## config.mk

```make
export PLATFORM = sky130hd
export DESIGN_NAME = fwd_sel_unit_flat
export DESIGN_NICKNAME = d
export VERILOG_FILES = /design/src/rtl/fwd_sel_if.sv /design/src/rtl/fwd_sel_unit.sv /design/src/flat_wrapper.sv
export SDC_FILE = /design/constraint.sdc
export NUM_CORES = 1
export LEC_CHECK = 0
export BUFFER_PORTS_ARGS = -buffer_cell sky130_fd_sc_hd__buf_2
export CAP_MARGIN = 30
export CORE_AREA = 2 2 60 62
export DETAILED_ROUTE_END_ITERATION = 8
export DIE_AREA = 0 0 62 64
export PLACE_DENSITY = 0.69
export SLEW_MARGIN = 5
export SYNTH_ARGS = -nofsm -noshare
export SYNTH_HDL_FRONTEND = slang
export SYNTH_SLANG_ARGS = --single-unit
```

## constraint.sdc

```tcl
create_clock -name clk -period 2 [get_ports clk]
set_clock_uncertainty 0.05 [all_clocks]
set_input_delay 0.1 -clock clk [delete_from_list [all_inputs] [get_ports clk]]
set_output_delay 0.1 -clock clk [all_outputs]
set_load 0.02 [all_outputs]
```

## src/rtl/fwd_sel_if.sv

```systemverilog
// Decode-side bundle between the ID stage and the forwarding/hazard unit.
// master = decode/ID pipeline control, slave = fwd_sel_unit.
interface fwd_sel_if #(
  parameter int ADDR_W = 5
);
  logic              id_valid;
  logic [ADDR_W-1:0] id_rs;
  logic              id_rs_used;
  logic [ADDR_W-1:0] id_rt;
  logic              id_rt_used;
  logic              id_wr_en;
  logic [ADDR_W-1:0] id_wr_addr;
  logic              id_is_load;
  logic              flush;
  logic              stall;
  logic [1:0]        fwd_a_sel;
  logic [1:0]        fwd_b_sel;

  modport master (
    output id_valid, id_rs, id_rs_used, id_rt, id_rt_used,
           id_wr_en, id_wr_addr, id_is_load, flush,
    input  stall, fwd_a_sel, fwd_b_sel
  );

  modport slave (
    input  id_valid, id_rs, id_rs_used, id_rt, id_rt_used,
           id_wr_en, id_wr_addr, id_is_load, flush,
    output stall, fwd_a_sel, fwd_b_sel
  );
endinterface

```

## src/rtl/fwd_sel_unit.sv

```systemverilog
// Forwarding select and load-use stall generation for the 5-stage pipeline.
// Tracks in-flight destinations (EX/MEM/WB) fed from decode.
module fwd_sel_unit #(
  parameter int ADDR_W = 5
) (
  input  logic      clk,
  input  logic      rst,
  fwd_sel_if.slave  bus
);

  logic              ex_valid_q, ex_wr_en_q, ex_load_q;
  logic [ADDR_W-1:0] ex_addr_q;
  logic              mem_valid_q, mem_wr_en_q;
  logic [ADDR_W-1:0] mem_addr_q;
  logic              wb_valid_q, wb_wr_en_q;
  logic [ADDR_W-1:0] wb_addr_q;
  logic [1:0]        sel_a_q, sel_b_q;
  logic [1:0]        sel_a_d, sel_b_d;

  logic ex_prod, mem_prod, wb_prod;
  logic load_hit, stall_w, advance;

  assign ex_prod  = ex_valid_q  & ex_wr_en_q  & (ex_addr_q  != '0);
  assign mem_prod = mem_valid_q & mem_wr_en_q & (mem_addr_q != '0);
  assign wb_prod  = wb_valid_q  & wb_wr_en_q  & (wb_addr_q  != '0);

  assign load_hit = (bus.id_rs_used & (bus.id_rs == ex_addr_q)) |
                    (bus.id_rt_used & (bus.id_rt == ex_addr_q));
  assign stall_w  = bus.id_valid & ex_prod & ex_load_q & load_hit & ~bus.flush;
  assign advance  = bus.id_valid & ~stall_w & ~bus.flush;

  // The slot a producer occupies now is one stage older by the time the
  // consumer sits in EX, hence EX->01, MEM->10, WB->11 (post-WB latch).
  always_comb begin
    sel_a_d = 2'b00;
    if (bus.id_rs_used && (bus.id_rs != '0)) begin
      if (ex_prod && (bus.id_rs == ex_addr_q))        sel_a_d = 2'b01;
      else if (mem_prod && (bus.id_rs == mem_addr_q)) sel_a_d = 2'b10;
      else if (wb_prod && (bus.id_rs == wb_addr_q))   sel_a_d = 2'b11;
    end
    sel_b_d = 2'b00;
    if (bus.id_rt_used && (bus.id_rt != '0)) begin
      if (ex_prod && (bus.id_rt == ex_addr_q))        sel_b_d = 2'b01;
      else if (mem_prod && (bus.id_rt == mem_addr_q)) sel_b_d = 2'b10;
      else if (wb_prod && (bus.id_rt == wb_addr_q))   sel_b_d = 2'b11;
    end
  end

  always_ff @(posedge clk or posedge rst) begin
    if (rst) begin
      ex_valid_q  <= 1'b0;
      ex_wr_en_q  <= 1'b0;
      ex_load_q   <= 1'b0;
      ex_addr_q   <= '0;
      mem_valid_q <= 1'b0;
      mem_wr_en_q <= 1'b0;
      mem_addr_q  <= '0;
      wb_valid_q  <= 1'b0;
      wb_wr_en_q  <= 1'b0;
      wb_addr_q   <= '0;
      sel_a_q     <= 2'b00;
      sel_b_q     <= 2'b00;
    end else begin
      wb_valid_q  <= mem_valid_q;
      wb_wr_en_q  <= mem_wr_en_q;
      wb_addr_q   <= mem_addr_q;
      mem_valid_q <= ex_valid_q;
      mem_wr_en_q <= ex_wr_en_q;
      mem_addr_q  <= ex_addr_q;
      ex_valid_q  <= advance;
      ex_wr_en_q  <= advance & bus.id_wr_en;
      ex_load_q   <= advance & bus.id_is_load;
      ex_addr_q   <= advance ? bus.id_wr_addr : '0;
      sel_a_q     <= advance ? sel_a_d : 2'b00;
      sel_b_q     <= advance ? sel_b_d : 2'b00;
    end
  end

  assign bus.stall     = stall_w;
  assign bus.fwd_a_sel = sel_a_q;
  assign bus.fwd_b_sel = sel_b_q;

endmodule

```

## src/flat_wrapper.sv

```systemverilog
// flat-port wrapper written by rule: the top's interface ports become plain ports
module fwd_sel_unit_flat 
#(
  parameter int ADDR_W = 5
)
  (clk, rst, bus_id_valid, bus_id_rs, bus_id_rs_used, bus_id_rt, bus_id_rt_used, bus_id_wr_en, bus_id_wr_addr, bus_id_is_load, bus_flush, bus_stall, bus_fwd_a_sel, bus_fwd_b_sel);
  fwd_sel_if #(.ADDR_W(ADDR_W)) bus_i ();
  input  logic clk;
  input  logic rst;
  input wire logic [$bits(bus_i.id_valid)-1:0] bus_id_valid;
  input wire logic [$bits(bus_i.id_rs)-1:0] bus_id_rs;
  input wire logic [$bits(bus_i.id_rs_used)-1:0] bus_id_rs_used;
  input wire logic [$bits(bus_i.id_rt)-1:0] bus_id_rt;
  input wire logic [$bits(bus_i.id_rt_used)-1:0] bus_id_rt_used;
  input wire logic [$bits(bus_i.id_wr_en)-1:0] bus_id_wr_en;
  input wire logic [$bits(bus_i.id_wr_addr)-1:0] bus_id_wr_addr;
  input wire logic [$bits(bus_i.id_is_load)-1:0] bus_id_is_load;
  input wire logic [$bits(bus_i.flush)-1:0] bus_flush;
  output wire logic [$bits(bus_i.stall)-1:0] bus_stall;
  output wire logic [$bits(bus_i.fwd_a_sel)-1:0] bus_fwd_a_sel;
  output wire logic [$bits(bus_i.fwd_b_sel)-1:0] bus_fwd_b_sel;
  assign bus_i.id_valid = bus_id_valid;
  assign bus_i.id_rs = bus_id_rs;
  assign bus_i.id_rs_used = bus_id_rs_used;
  assign bus_i.id_rt = bus_id_rt;
  assign bus_i.id_rt_used = bus_id_rt_used;
  assign bus_i.id_wr_en = bus_id_wr_en;
  assign bus_i.id_wr_addr = bus_id_wr_addr;
  assign bus_i.id_is_load = bus_id_is_load;
  assign bus_i.flush = bus_flush;
  assign bus_stall = bus_i.stall;
  assign bus_fwd_a_sel = bus_i.fwd_a_sel;
  assign bus_fwd_b_sel = bus_i.fwd_b_sel;
  fwd_sel_unit #(.ADDR_W(ADDR_W)) u_core (.clk(clk), .rst(rst), .bus(bus_i));
endmodule
```

* After elaboration in Yosys (flattened, before gate mapping) *
Cells that the tools add are included.

word-level totals
  bits of input ports = 23
  logic and storage cells = 61
  bits in registers = 26

cells by class
  multiplexer cells = 11
  bitwise logic cells = 19
  reductions and logical operators = 13
  eq/ne operators = 6

operator list
  kind                 count
  $eq A5 B5 Y1         6
  $reduce_bool A5 Y1   5
  $mux W2              10
  $and A1 B1 Y1        16
  $logic_and A1 B1 Y1  8
  $mux W5              1
  $not A1 Y1           2
  $or A1 B1 Y1         1

* Logic depth before layout (Yosys ltp) *
  depth after elaboration = 10
  depth in mapped cells = 6
  gate-level depth less buffers = 5

* Worst setup path after synthesis *
OpenSTA, ideal clock, no wires.

  path type = register to register
  from = register u_core.ex_addr_q[1]
  to = register u_core.sel_a_q[0], in the netlist u_core.bus.fwd_a_sel[0]
  data required time = 1.870 ns
  setup time = 0.080 ns
  data arrival time = 1.707 ns
  slack = 0.163 ns
  stages on the path, launching flop included = 6
  buffers on the path = 1
  cells stage by stage = dfrtp_1 > or3_1 > o311a_4 > a311oi_4 > buf_6 > nor3b_2

on the way
  longest elaborated chain between the ends = 10
  elaborated cells on any way between the ends = 18
  classes of those cells = eq/ne (2); mux (3); bitwise (11); reduce/logical (2)

RTL lines
  element                        line                RTL
  from (decl)                    fwd_sel_unit.sv:12  logic [ADDR_W-1:0] ex_addr_q;
  from (signal assigned)         fwd_sel_unit.sv:73  ex_addr_q <= advance ? bus.id_wr_addr : '0;
  $reduce_bool A5 Y1             fwd_sel_unit.sv:23  assign ex_prod = ex_valid_q & ex_wr_en_q & (ex_addr_q != '0);
  $and A1 B1 Y1                  fwd_sel_unit.sv:23
  $and A1 B1 Y1 (2 in series)    fwd_sel_unit.sv:29  assign stall_w = bus.id_valid & ex_prod & ex_load_q & load_hit & ~bus.flush;
  $and A1 B1 Y1 * (2 in series)  fwd_sel_unit.sv:29
  $not A1 Y1 *                   fwd_sel_unit.sv:30  assign advance = bus.id_valid & ~stall_w & ~bus.flush;
  $and A1 B1 Y1 * (2 in series)  fwd_sel_unit.sv:30
  named net u_core.advance       fwd_sel_unit.sv:21  logic load_hit, stall_w, advance;
  $mux W2 *                      fwd_sel_unit.sv:74  sel_a_q <= advance ? sel_a_d : 2'b00;
  to (signal assigned)           fwd_sel_unit.sv:74
  to (decl)                      fwd_sel_unit.sv:17  logic [1:0] sel_a_q, sel_b_q;

The timed path passes the listed nets; every way through them passes the cells marked *.

* Final worst setup path *
  from = register u_core.ex_addr_q[1]
  to = register u_core.sel_b_q[1], in the netlist u_core.bus.fwd_b_sel[1]

on the way
  longest elaborated chain between the ends = 10
  elaborated cells on any way between the ends = 18
  classes of those cells = eq/ne (2); mux (3); bitwise (11); reduce/logical (2)

RTL lines
  element                      line                RTL
  $reduce_bool A5 Y1           fwd_sel_unit.sv:23
  $and A1 B1 Y1                fwd_sel_unit.sv:23
  $and A1 B1 Y1 (4 in series)  fwd_sel_unit.sv:29
  $not A1 Y1                   fwd_sel_unit.sv:30
  $and A1 B1 Y1 (2 in series)  fwd_sel_unit.sv:30
  $mux W2 *                    fwd_sel_unit.sv:75  sel_b_q <= advance ? sel_b_d : 2'b00;
  to (signal assigned)         fwd_sel_unit.sv:75
  to (decl)                    fwd_sel_unit.sv:17

Every way passes the cells marked *; elsewhere a longest branch is shown, timed or not.

==> flow_metrics.py <==
metrics = {
    "finish": {
        "final_layout_size_suffix_gt1_frac": 0.3378,
        "nets": 172,
        "final_core_util": 0.4994,
        "antenna_cells": 0,
        "area_growth_pct": 29.04,
        "fill_cells": 271,
    },
    "worst_setup_path": {
        "critical_path.top_delay_family": "compound AO/OA/AOI/OAI gates",
        "cp_data_required_time_ps": 2190,
        "path_class": "flop to flop",
        "path_max_fanout": 5,
        "startpoint_type": "flop",
        "endpoint_kind": "flop",
        "cp_data_arrival_time_ps": 2110,
        "critPathBufInv": 0,
        "cp_cell_sequence": "or3_1, o311a_4, a311oi_4, nor4b_2",
        "crit_path_max_incr_delay_ps": 410,
        "r2r_slack_ps": 80,
        "crit_slowest_cell": "dfrtp_1",
    },
    "timing": {
        "worst_slew_pin_slew_ps": 508.8,
        "timing.final.crit_share": 0.9619,
        "setup-violations-final": 0,
        "rsz0062_at_grt": "no",
        "fin_crit_ps": 1924,
        "fmax_mhz": 519.8,
        "slew_headroom": 0.6577,
        "final-hold-violation-count": 0,
        "tns_ps": 0,
        "finalMaxSlewViolations": 0,
    },
    "global_routing": {
        "grt_pass1_vias": 987,
        "antenna_found_initial": 0,
        "grt_overflow": 0,
        "grt_max_degree": 27,
        "track_usage": 0.1471,
        "grt_pass1_wl_mm": 4.291,
    },
    "clock_network": {
        "worst_skew_pair.late_latency_ps": 330,
        "cts_buffers": 3,
        "cts.sinks": 26,
        "cts_tree": "done",
        "cts_max_level": 1,
        "ctsRootBufferMaster": "clkbuf_4",
        "cts_buffer_depth": 2,
        "clk_pin_slew_ps": 150,
    },
    "power_and_ir_drop": {
        "p_leak_nw": 0.7543,
        "powerDensity_mw_per_mm2": 651.0,
        "ir_worst_vdd_mv": 0.2504,
    },
    "yosys": {
        "yosysWarnings": 0,
        "yosys.area.top_type_share": 0.5118,
        "synth_edf_count": 0,
        "syn_inst": 104,
        "synth_area_leaders": "dfrtp_1 51%, xnor2_1 14%, xor2_1 6.9%",
        "ys_async_sr_fraction": 1.000,
        "synth_flop_cell": "dfrtp_1",
        "synth-seq-cells": 26,
        "yosysSeqAreaShare": 0.5118,
        "synth_fp_nets": 127,
        "avgSynthCellArea_um2": 12.22,
        "yosys.cell_types.count": 30,
        "synthesis.area_mm2": 0.001271,
        "synth_largest_area_cell": "dfrtp_1",
    },
    "die": {
        "die_h_um": 64,
        "fp.dieW_um": 62,
        "io_pins": 28,
        "rows": 21,
        "start_util": 0.3870,
        "die-area_mm2": 0.003968,
        "core-area_mm2": 0.003284,
    },
    "status": {
        "status": "finished clean",
    },
    "route": {
        "drtIter0Drc": 48,
        "antenna_left": 0,
        "wirelength_mm": 2.691,
        "dr_total_vias": 966,
        "wl_per_cell_um": 13.87,
        "firstDrtPassIters": 4,
        "drc": 0,
        "viasPerCell": 4.979,
    },
    "placed_design": {
        "io_buffers": 27,
        "place_congestion": 0.9033,
        "dp_hpwl_mm": 2.051,
    },
    "worst_hold_path": {
        "worstHoldPathType": "input port to flop",
    },
    "run": {
        "max-cap-violations": 0,
    },
}
placed cells by master (no fill, tap or decap), drive strengths merged:
cell type | Yosys | final
a21oi | 2 | 2
a22oi | 1 | 1
a311oi | 1 | 1
and2 | 7 | 7
and3 | 1 | 1
and4b | 1 | 1
buf | 1 | 33
bufinv | 0 | 1
clkbuf | 0 | 3
dfrtp | 26 | 26
dlygate4sd3 | 0 | 8
inv | 2 | 2
nand2 | 1 | 1
nand2b | 1 | 1
nand3 | 6 | 6
nand4 | 2 | 2
nand4b | 1 | 1
nor2 | 1 | 1
nor2b | 2 | 2
nor3 | 2 | 2
nor3b | 2 | 2
nor4 | 2 | 2
nor4b | 1 | 1
o211ai | 1 | 1
o21ai | 2 | 2
o22ai | 1 | 1
o311a | 2 | 2
or3 | 2 | 2
or4 | 3 | 3
xnor2 | 20 | 20
xor2 | 10 | 10
worst reg2reg max path, delay by kind of cell, from the launching register on:
family	cells	cell delay, ps
AO/OA/AOI/OAI	2	710
flip-flops	1	410
AND/OR/NAND/NOR	2	670
final cells by class:
| cell class | instances | area (um^2) | share of cell area |
|---|---|---|---|
| flip-flops and latches | 26 | 650.6 | 0.3966 |
| multi-input cells | 75 | 608.1 | 0.3707 |
| well taps | 46 | 57.56 | 0.03509 |
| clock buffers | 3 | 22.52 | 0.01373 |
| clock inverters | 1 | 30.03 | 0.01831 |
| repair buffers | 41 | 264.0 | 0.1609 |
| inverters | 2 | 7.507 | 0.004577 |
path summary, 6_finish.rpt:
| check | startpoint | endpoint | depth (start not counted) |
|---|---|---|---|
| min | bus_flush | u_core.bus.fwd_b_sel[0]$_DFF_PP0_ | 3 |
| max | u_core.ex_addr_q[1]$_DFF_PP0_ | u_core.bus.fwd_b_sel[1]$_DFF_PP0_ | 4 |
| max reg2reg | u_core.ex_addr_q[1]$_DFF_PP0_ | u_core.bus.fwd_b_sel[1]$_DFF_PP0_ | 4 |
| min reg2reg | u_core.mem_valid_q$_DFF_PP0_ | u_core.wb_valid_q$_DFF_PP0_ | 0 |
| max in group asynchronous | rst | u_core.mem_addr_q[4]$_DFF_PP0_ | 4 |
| min in group asynchronous | rst | u_core.ex_addr_q[3]$_DFF_PP0_ | 4 |
per-stage QoR:
step / cells / instance area, um^2 / hold WS, ps / setup slack (ps) / total power, mW
final: 194 / 1640 / 47.26 / 76.11 / 1.068
after floorplan: 104 / 1271 / 90.02 / 163.4 / 0.6470
after global placement: 181 / 1490 / 111.3 / 110.4 / 0.6988
after detailed placement: 181 / 1490 / 126.0 / 71.14 / 0.7031
after global routing: 194 / 1640 / 44.58 / 19.48 / 1.110
after CTS: 193 / 1623 / 43.12 / 28.82 / 1.069
cells by family after synthesis:
family,share of synthesized area
AND/OR/NAND/NOR,0.1890
buffers and inverters,0.01477
XOR/XNOR,0.2067
AO/OA/AOI/OAI,0.07777
flip-flops,0.5118
cells in the mapped netlist, drive strengths merged (2+ instances only):
master   n
dfrtp   26
xnor2   20
xor2    10
and2     7
nand3    6
or4      3
a21oi    2
inv      2
nand4    2
nor2b    2
nor3     2
nor3b    2
nor4     2
o21ai    2
o311a    2
or3      2
routing by layer:
metal	share of wire	track usage	vias to the layer above
met5	0	0	-
met2	0.49	0.2396	37
li1	-	-	455
met1	0.45	0.1906	469
met3	0.046	0.02834	5
met4	0.016	0.05053	0
report_power, final:
group,internal (mW),total [mW],leakage [nW],switching (mW)
clock,0.203,0.360,0.0279,0.157
sequential,0.543,0.561,0.350,0.0176
combinational,0.0787,0.147,0.376,0.0685
what timing repair did:
action	in CTS	in global routing
hold buffers	8	0
hold endpoints to repair	33	0
endpoints found under the setup margin	0	8
resized for setup	0	2
setup buffers	0	1
flip-flops by register name (all words and copies together), names as in the netlist:
register              flops
u_core.wb_valid_q         1
u_core.ex_wr_en_q         1
u_core.mem_wr_en_q        1
u_core.mem_addr_q         5
u_core.ex_valid_q         1
u_core.wb_wr_en_q         1
u_core.bus.fwd_b_sel      2
u_core.wb_addr_q          5
u_core.bus.fwd_a_sel      2
u_core.ex_load_q          1
u_core.ex_addr_q          5
u_core.mem_valid_q        1
(Power assumes the default switching activity.)
